File: src/rtl/jtag_pkg.sv
// Shared TAP definitions: state encoding, data-register select and opcode helpers.
// Imported by the TAP FSM and the controller top level.
package jtag_pkg;

  typedef enum logic [3:0] {
    TLR    = 4'd0,
    RTI    = 4'd1,
    SEL_DR = 4'd2,
    CAP_DR = 4'd3,
    SH_DR  = 4'd4,
    EX1_DR = 4'd5,
    PAU_DR = 4'd6,
    EX2_DR = 4'd7,
    UPD_DR = 4'd8,
    SEL_IR = 4'd9,
    CAP_IR = 4'd10,
    SH_IR  = 4'd11,
    EX1_IR = 4'd12,
    PAU_IR = 4'd13,
    EX2_IR = 4'd14,
    UPD_IR = 4'd15
  } tap_state_e;

  typedef enum logic [1:0] {
    DR_BYPASS,
    DR_IDCODE,
    DR_USER
  } dr_sel_e;

  localparam logic [31:0] DEF_IDCODE_VAL   = 32'h1000_0001;
  localparam int          DEF_INSTR_IDCODE = 1;
  localparam int          DEF_INSTR_USER   = 2;

  // The all-ones opcode of any IR width is BYPASS, whatever else is configured.
  function automatic logic is_bypass_op(input logic [31:0] op, input int width);
    logic [31:0] mask;
    mask = (width >= 32) ? 32'hFFFF_FFFF : ((32'd1 << width) - 32'd1);
    return (op & mask) == mask;
  endfunction

endpackage

File: src/rtl/jtag_tap_ctrl_if.sv
// JTAG pin bundle plus the parallel user-DR side seen by on-chip logic.
// master = board/tester side, slave = the TAP controller.
interface jtag_tap_ctrl_if #(
  parameter int IR_WIDTH = 4,
  parameter int DR_WIDTH = 8
);
  logic                TMS;
  logic                TDI;
  logic                TDO;
  logic                TDO_en;
  logic [3:0]          state;
  logic [IR_WIDTH-1:0] ir;
  logic [DR_WIDTH-1:0] user_dr_in;
  logic [DR_WIDTH-1:0] user_dr_out;
  logic                user_update;

  modport master (
    output TMS, TDI, user_dr_in,
    input  TDO, TDO_en, state, ir, user_dr_out, user_update
  );

  modport slave (
    input  TMS, TDI, user_dr_in,
    output TDO, TDO_en, state, ir, user_dr_out, user_update
  );
endinterface

File: src/rtl/jtag_tap_fsm.sv
// 16-state IEEE 1149.1 TAP state machine. Exposes the next state so the
// datapath can act on the edge that enters Update_* or Test_Logic_Reset.
module jtag_tap_fsm
  import jtag_pkg::*;
(
  input  logic       clk,
  input  logic       TRST_n,
  input  logic       TMS,
  output tap_state_e state,
  output tap_state_e state_next
);

  // NOTE: sequential state uses non-blocking assignments and an async reset branch.
  always_ff @(posedge clk or negedge TRST_n) begin
    if (!TRST_n) state <= TLR;
    else         state <= state_next;
  end

  // NOTE: default assigned first so every path drives state_next (no latch).
  always_comb begin
    state_next = state;
    unique case (state)
      TLR:    state_next = TMS ? TLR    : RTI;
      RTI:    state_next = TMS ? SEL_DR : RTI;
      SEL_DR: state_next = TMS ? SEL_IR : CAP_DR;
      CAP_DR: state_next = TMS ? EX1_DR : SH_DR;
      SH_DR:  state_next = TMS ? EX1_DR : SH_DR;
      EX1_DR: state_next = TMS ? UPD_DR : PAU_DR;
      PAU_DR: state_next = TMS ? EX2_DR : PAU_DR;
      EX2_DR: state_next = TMS ? UPD_DR : SH_DR;
      UPD_DR: state_next = TMS ? SEL_DR : RTI;
      SEL_IR: state_next = TMS ? TLR    : CAP_IR;
      CAP_IR: state_next = TMS ? EX1_IR : SH_IR;
      SH_IR:  state_next = TMS ? EX1_IR : SH_IR;
      EX1_IR: state_next = TMS ? UPD_IR : PAU_IR;
      PAU_IR: state_next = TMS ? EX2_IR : PAU_IR;
      EX2_IR: state_next = TMS ? UPD_IR : SH_IR;
      UPD_IR: state_next = TMS ? SEL_DR : RTI;
      default: state_next = TLR;
    endcase
  end

endmodule

File: src/rtl/jtag_tap_ctrl.sv
// TAP controller: FSM, instruction register, BYPASS/IDCODE/USER data registers
// and the serial TDO mux. TDO is driven from registers only.
module jtag_tap_ctrl
  import jtag_pkg::*;
#(
  parameter int          IR_WIDTH     = 4,
  parameter int          DR_WIDTH     = 8,
  parameter logic [31:0] IDCODE_VAL   = DEF_IDCODE_VAL,
  parameter int          INSTR_IDCODE = DEF_INSTR_IDCODE,
  parameter int          INSTR_USER   = DEF_INSTR_USER
) (
  input logic            clk,
  input logic            TRST_n,
  jtag_tap_ctrl_if.slave jtag
);

  localparam logic [IR_WIDTH-1:0] OP_IDCODE  = IR_WIDTH'(INSTR_IDCODE);
  localparam logic [IR_WIDTH-1:0] OP_USER    = IR_WIDTH'(INSTR_USER);
  localparam logic [IR_WIDTH-1:0] IR_CAPTURE = IR_WIDTH'(2'b01);

  tap_state_e          state;
  tap_state_e          state_next;
  dr_sel_e             dr_sel;
  logic [IR_WIDTH-1:0] ir_sr;
  logic [IR_WIDTH-1:0] ir_q;
  logic                bypass_q;
  logic [31:0]         idcode_sr;
  logic [DR_WIDTH-1:0] user_sr;
  logic [DR_WIDTH-1:0] user_dr_q;
  logic                tdo;

  jtag_tap_fsm u_fsm (
    .clk        (clk),
    .TRST_n     (TRST_n),
    .TMS        (jtag.TMS),
    .state      (state),
    .state_next (state_next)
  );

  always_comb begin
    dr_sel = DR_BYPASS;
    if (is_bypass_op(32'(ir_q), IR_WIDTH)) dr_sel = DR_BYPASS;
    else if (ir_q == OP_IDCODE)            dr_sel = DR_IDCODE;
    else if (ir_q == OP_USER)              dr_sel = DR_USER;
  end

  // Update_IR is entered only from Exit1/Exit2, where ir_sr is idle.
  always_ff @(posedge clk or negedge TRST_n) begin
    if (!TRST_n) begin
      ir_sr <= '0;
      ir_q  <= OP_IDCODE;
    end else begin
      if (state == CAP_IR)     ir_sr <= IR_CAPTURE;
      else if (state == SH_IR) ir_sr <= {jtag.TDI, ir_sr[IR_WIDTH-1:1]};

      if (state_next == TLR)         ir_q <= OP_IDCODE;
      else if (state_next == UPD_IR) ir_q <= ir_sr;
    end
  end

  always_ff @(posedge clk or negedge TRST_n) begin
    if (!TRST_n) begin
      bypass_q  <= 1'b0;
      idcode_sr <= '0;
      user_sr   <= '0;
      user_dr_q <= '0;
    end else begin
      if (state == CAP_DR) begin
        unique case (dr_sel)
          DR_IDCODE: idcode_sr <= IDCODE_VAL;
          DR_USER:   user_sr   <= jtag.user_dr_in;
          default:   bypass_q  <= 1'b0;
        endcase
      end else if (state == SH_DR) begin
        unique case (dr_sel)
          DR_IDCODE: idcode_sr <= {jtag.TDI, idcode_sr[31:1]};
          DR_USER:   user_sr   <= (user_sr >> 1) | (DR_WIDTH'(jtag.TDI) << (DR_WIDTH - 1));
          default:   bypass_q  <= jtag.TDI;
        endcase
      end

      if (state_next == UPD_DR && ir_q == OP_USER) user_dr_q <= user_sr;
    end
  end

  always_comb begin
    tdo = 1'b0;
    if (state == SH_IR) begin
      tdo = ir_sr[0];
    end else if (state == SH_DR) begin
      unique case (dr_sel)
        DR_IDCODE: tdo = idcode_sr[0];
        DR_USER:   tdo = user_sr[0];
        default:   tdo = bypass_q;
      endcase
    end
  end

  assign jtag.TDO         = tdo;
  assign jtag.TDO_en      = (state == SH_DR) || (state == SH_IR);
  assign jtag.state       = state;
  assign jtag.ir          = ir_q;
  assign jtag.user_dr_out = user_dr_q;
  assign jtag.user_update = (state == UPD_DR) && (ir_q == OP_USER);

endmodule
File: src/flat_wrapper.sv
// flat-port wrapper written by rule: the top's interface ports become plain ports
module jtag_tap_ctrl_flat import jtag_pkg::*;
#(
  parameter int          IR_WIDTH     = 4,
  parameter int          DR_WIDTH     = 8,
  parameter logic [31:0] IDCODE_VAL   = DEF_IDCODE_VAL,
  parameter int          INSTR_IDCODE = DEF_INSTR_IDCODE,
  parameter int          INSTR_USER   = DEF_INSTR_USER
)
  (clk, TRST_n, jtag_TMS, jtag_TDI, jtag_user_dr_in, jtag_TDO, jtag_TDO_en, jtag_state, jtag_ir, jtag_user_dr_out, jtag_user_update);
  jtag_tap_ctrl_if #(.IR_WIDTH(IR_WIDTH), .DR_WIDTH(DR_WIDTH)) jtag_i ();
  input logic clk;
  input logic TRST_n;
  input wire logic [$bits(jtag_i.TMS)-1:0] jtag_TMS;
  input wire logic [$bits(jtag_i.TDI)-1:0] jtag_TDI;
  input wire logic [$bits(jtag_i.user_dr_in)-1:0] jtag_user_dr_in;
  output wire logic [$bits(jtag_i.TDO)-1:0] jtag_TDO;
  output wire logic [$bits(jtag_i.TDO_en)-1:0] jtag_TDO_en;
  output wire logic [$bits(jtag_i.state)-1:0] jtag_state;
  output wire logic [$bits(jtag_i.ir)-1:0] jtag_ir;
  output wire logic [$bits(jtag_i.user_dr_out)-1:0] jtag_user_dr_out;
  output wire logic [$bits(jtag_i.user_update)-1:0] jtag_user_update;
  assign jtag_i.TMS = jtag_TMS;
  assign jtag_i.TDI = jtag_TDI;
  assign jtag_i.user_dr_in = jtag_user_dr_in;
  assign jtag_TDO = jtag_i.TDO;
  assign jtag_TDO_en = jtag_i.TDO_en;
  assign jtag_state = jtag_i.state;
  assign jtag_ir = jtag_i.ir;
  assign jtag_user_dr_out = jtag_i.user_dr_out;
  assign jtag_user_update = jtag_i.user_update;
  jtag_tap_ctrl #(.IR_WIDTH(IR_WIDTH), .DR_WIDTH(DR_WIDTH), .IDCODE_VAL(IDCODE_VAL), .INSTR_IDCODE(INSTR_IDCODE), .INSTR_USER(INSTR_USER)) u_core (.clk(clk), .TRST_n(TRST_n), .jtag(jtag_i));
endmodule
File: config.mk
export PLATFORM = sky130hd
export DESIGN_NAME = jtag_tap_ctrl_flat
export DESIGN_NICKNAME = d
export VERILOG_FILES = /design/src/rtl/jtag_pkg.sv /design/src/rtl/jtag_tap_ctrl_if.sv /design/src/rtl/jtag_tap_fsm.sv /design/src/rtl/jtag_tap_ctrl.sv /design/src/flat_wrapper.sv
export SDC_FILE = /design/constraint.sdc
export NUM_CORES = 1
export LEC_CHECK = 0
export BUFFER_PORTS_ARGS = -buffer_cell sky130_fd_sc_hd__buf_2
export CAP_MARGIN = 10
export CORE_UTILIZATION = 58
export DETAILED_ROUTE_END_ITERATION = 8
export GPL_TIMING_DRIVEN = 0
export HOLD_SLACK_MARGIN = 0.08
export PLACE_DENSITY = 0.8
export SLEW_MARGIN = 5
export SYNTH_ARGS = -nofsm -noshare
export SYNTH_HDL_FRONTEND = slang
export SYNTH_HIERARCHICAL = 1
export SYNTH_SLANG_ARGS = --single-unit
File: constraint.sdc
create_clock -name clk -period 2.55 [get_ports clk]
set_input_delay 0.1275 -clock clk [delete_from_list [all_inputs] [get_ports clk]]
set_output_delay 0.1275 -clock clk [all_outputs]
set_load 0.02 [all_outputs]
==> summary.md <==
| Metric | Value |
|---|---|
| Fin cells | `roughly 380` |
| Adder-cell share of the synthesized area | `less than 1%` |
| Die area | `5440 µm²` |
| Area grow syn2layout | `16.4%` |
| Max FO, Critical Path | `4` |
| Die Ht | `about 74 µm` |
| Post-route ant nets | `0` |
| DIE WIDTH | `73.7 µm` |
| Layout cells sized above 1 | `between 30 and 40%` |
| Worst r2r src | `u_core/u_fsm/state[3]` |
| Number of global-route vias before repair | `just over 2000` |
| Final worst path period share | `a little over nine tenths` |
| Syn avg cell area | `11.2 µm²` |
| Unrepaired setup endpoints after global routing | `false` |
| Gpl congestion | `0.886` |
| Total track usage | `around a quarter` |
| Wire per inst | `around 15 µm` |
| Primary FF master, synth | `dfrtp_1` |
| # Max-Cap Violations | `0` |
| Peak VDD IR | `around 0.58 mV` |
| Crit path max-delay cell type | `dfstp_2` |
| Async set-reset flop share out of synthesis | `100%` |
| Multiplexer share of the synthesized area | `between 10% and 20%` |
| FF-to-FF path depth | `7` |
| Syn Nets | `about 280` |
| Setup TNS | `0 ns` |
| Max incr delay on CP | `roughly 0.52 ns` |
| CTS Buffer Depth | `2` |
| CP Launch Type | `flop` |
| Largest family of logic cells by synthesized area | `multiplexers` |
| Post-Synth Simple-Gate Area | `14.5%` |
| CP endpoint | `jtag_TDO` |
| Number of CTS-inserted buffers | `9` |
| Synth warn | `6` |
| Fin util | `between 70 and 80%` |
| CTS H-tree lvls | `3` |
| Post-Syn Area | `between 2000 and 3000 µm²` |
| Initial Util | `between 60 and 70%` |
| Clock latency on the worst-skew pair | `between 0.3 and 0.4 ns` |
| Fin nets | `approximately 320` |
| Total grt overflow | `0` |
| CTS tree | `done` |
| Core ar. | `around 4800 µm²` |
| Most common cell after layout, fill and taps aside | `dfrtp_1` |
| Root Driver | `clkbuf_8` |
| ANT cells | `0` |
| Final setup viols | `0` |
| Vias | `2150` |
| Least-Margin Pin Slew | `approximately 0.63 ns` |
| DPL Wire Length | `3.79 mm` |
| Seq cells post-synth | `61` |
| Clock skew | `0.00477 ns` |
| Seq/Total Area, Yosys | `approximately half` |
| Min-Delay Path Class | `primary input to flop` |
| Pwr Density | `between 900 and 1000 nW/µm²` |
| Crit path DAT | `between 2 and 2.5 ns` |
| Final hold violation count | `0` |
| Relative slew slack | `about three fifths` |
| Total clock sinks | `61` |
| Leak | `approximately 1.7 nW` |
| Worst path required time | `2.42 ns` |
| Crit. End Element | `output pin` |
| Post-synth EDFFs | `0` |
| Crit. Startpoint | `u_core/jtag.ir[0]` |
| Initial antenna violation count | `0` |
| CP Depth | `8` |
| CP cell instances | `inv_1 > nor4_4 > inv_1 > ha_1 > a22oi_1 > o21ai_0 > a22o_1 > buf_2` |
| Pre-Repair DR Iteration Count | `4` |
| Top delay family on crit path | `compound AO/OA/AOI/OAI gates` |
| Critical path class | `flop to output pin` |
| Total wire length | `5.83 mm` |
| Gate Count Post-Synth | `about 270` |
| Initial DRC Count | `just over 200` |
| Core Rows | `25` |
| First-pass GRT wire length | `approximately 9.9 mm` |
| Avg Vias per Cell | `~5.6` |
| R2r endpoint | `u_core/jtag.user_dr_out[1]` |
| Run status | `finished, final reports clean` |
| Top cell by count, worst path | `inv_1` |
| Placed Cells | `around 370` |
| Synth unique cells | `46` |
| Largest net degree at the start of global routing | `39` |
| Peak Freq | `a little over 400 MHz` |
| I/O Buffers | `30` |
| Most frequent cells in the layout | `59 x dfrtp_1, 32 x buf_2, 24 x o21ai_0` |
| Min Tclk post-route | `around 2.4 ns` |
| Max-slew violations | `0` |
| Worst-path clk slew | `about 0.06 ns` |
| I/O Pins | `31` |
| Slack of the worst reg-to-reg path | `about 0.21 ns` |
| XOR/XNOR Fraction of Synth Area | `0%` |
| Remaining DRCs | `0` |
| Post-synthesis compound-gate area fraction | `10.1%` |
| WP buf/inv | `3` |
## synthesized netlist by cell type (2+ instances only)
library cell / instances / area [µm²]
nand2b_1: 2 / 12.5
nand4_1: 18 / 113
nor2_1: 20 / 75.1
nand3_1: 2 / 10.0
o21a_1: 3 / 22.5
or2_2: 3 / 18.8
mux2_1: 4 / 45.0
o22ai_1: 4 / 25.0
inv_1: 23 / 86.3
a21oi_1: 10 / 50.1
nor3_1: 2 / 10.0
dfrtp_1: 60 / 1500
nor3b_1: 2 / 15.0
buf_6: 4 / 45.0
and3_1: 2 / 12.5
clkbuf_1: 7 / 26.3
nor4_1: 2 / 12.5
mux2_2: 19 / 214
buf_2: 2 / 10.0
mux2_4: 15 / 225
and2b_2: 2 / 17.5
nand2_1: 11 / 41.3
ha_1: 2 / 25.0
buf_4: 3 / 22.5
o21ai_0: 24 / 120
## metal layers
layer | up-vias | wire (µm) | track usage (%)
met2 | 66 | 2680 | 37.1
met1 | 1051 | 2810 | 34.6
met5 | - | 0 | 0
li1 | 1022 | - | -
met3 | 11 | 239 | 6.17
met4 | 0 | 102 | 12.0
## worst min-delay path by stage
stage | from | endpoint | slack, ns | cells after the start
after global routing | jtag_TDI | u_core/ir_sr[3] | 0.09 | 3
after CTS | jtag_TDI | u_core/ir_sr[3] | 0.09 | 3
final | jtag_TDI | u_core/ir_sr[3] | 0.09 | 3
after floorplan | TRST_n | u_core/bypass_q | -0.17 | 0
after detailed placement | TRST_n | u_core/jtag.ir[1] | 0.14 | 1
after global placement | jtag_TDI | u_core/ir_sr[3] | 0.42 | 3
## flip-flops by register name, indices dropped and copies added (netlist names)
signal,flops
u_core/idcode_sr,32
u_core/jtag.user_dr_out,8
u_core/user_sr,8
u_core/ir_sr,4
u_core/jtag.ir,4
u_core/u_fsm/state,4
u_core/bypass_q,1
## power breakdown
part / total, mW / internal (mW) / switching [mW]
clock network: 0.796 / 0.431 / 0.365
logic: 1.31 / 0.561 / 0.744
registers: 1.29 / 1.12 / 0.164
total: 3.39 / 2.12 / 1.27
## kinds of logic (layout without fill, tap and decap cells)
| logic type | Yosys count | in the layout |
|---|---|---|
| flops | 61 | 61 |
| buf+inv | 40 | 88 |
| mux | 39 | 39 |
| compound gates | 50 | 50 |
| simple gates | 75 | 75 |
| fa+ha+maj | 2 | 2 |
## cell type report
cell class | count | area (µm²)
buffer | 16 | 114
sequential | 61 | 1530
inverter | 23 | 86.3
clock inverter | 3 | 18.8
timing repair buffer | 33 | 188
tap | 67 | 83.8
multi-input combinational | 166 | 1280
fill | 346 | 1380
clock buffer | 13 | 169
## stage by stage
| step | hold WS [ns] | power, mW | cell area (µm²) | setup slack, ns |
|---|---|---|---|---|
| after global routing | 0.0927 | 3.60 | 3470 | 0.0371 |
| final | 0.0910 | 3.39 | 3470 | 0.138 |
| after CTS | 0.0854 | 3.36 | 3440 | 0.0176 |
| after floorplan | -0.168 | 2.22 | 2980 | 0.296 |
| after detailed placement | 0.145 | 2.54 | 3240 | -0.0208 |
| after global placement | 0.424 | 2.50 | 3220 | -0.0262 |
## worst reg2reg max path, delay by kind of cell, from the launching register on
family,cells,cell delay [ns]
flip-flops,1,0.50
AND/OR/NAND/NOR,3,0.77
AO/OA/AOI/OAI,2,0.41
multiplexers,1,0.32
buffers and inverters,1,0.23
## what timing repair did
action                     CTS  global route
resized for setup            4             3
hold buffers                 1             0
hold endpoints to repair    22             0
setup endpoints to repair    9             9
setup buffers                0             1
pin swaps                    0             1
Note: power is estimated with default switching activity, not from simulation.
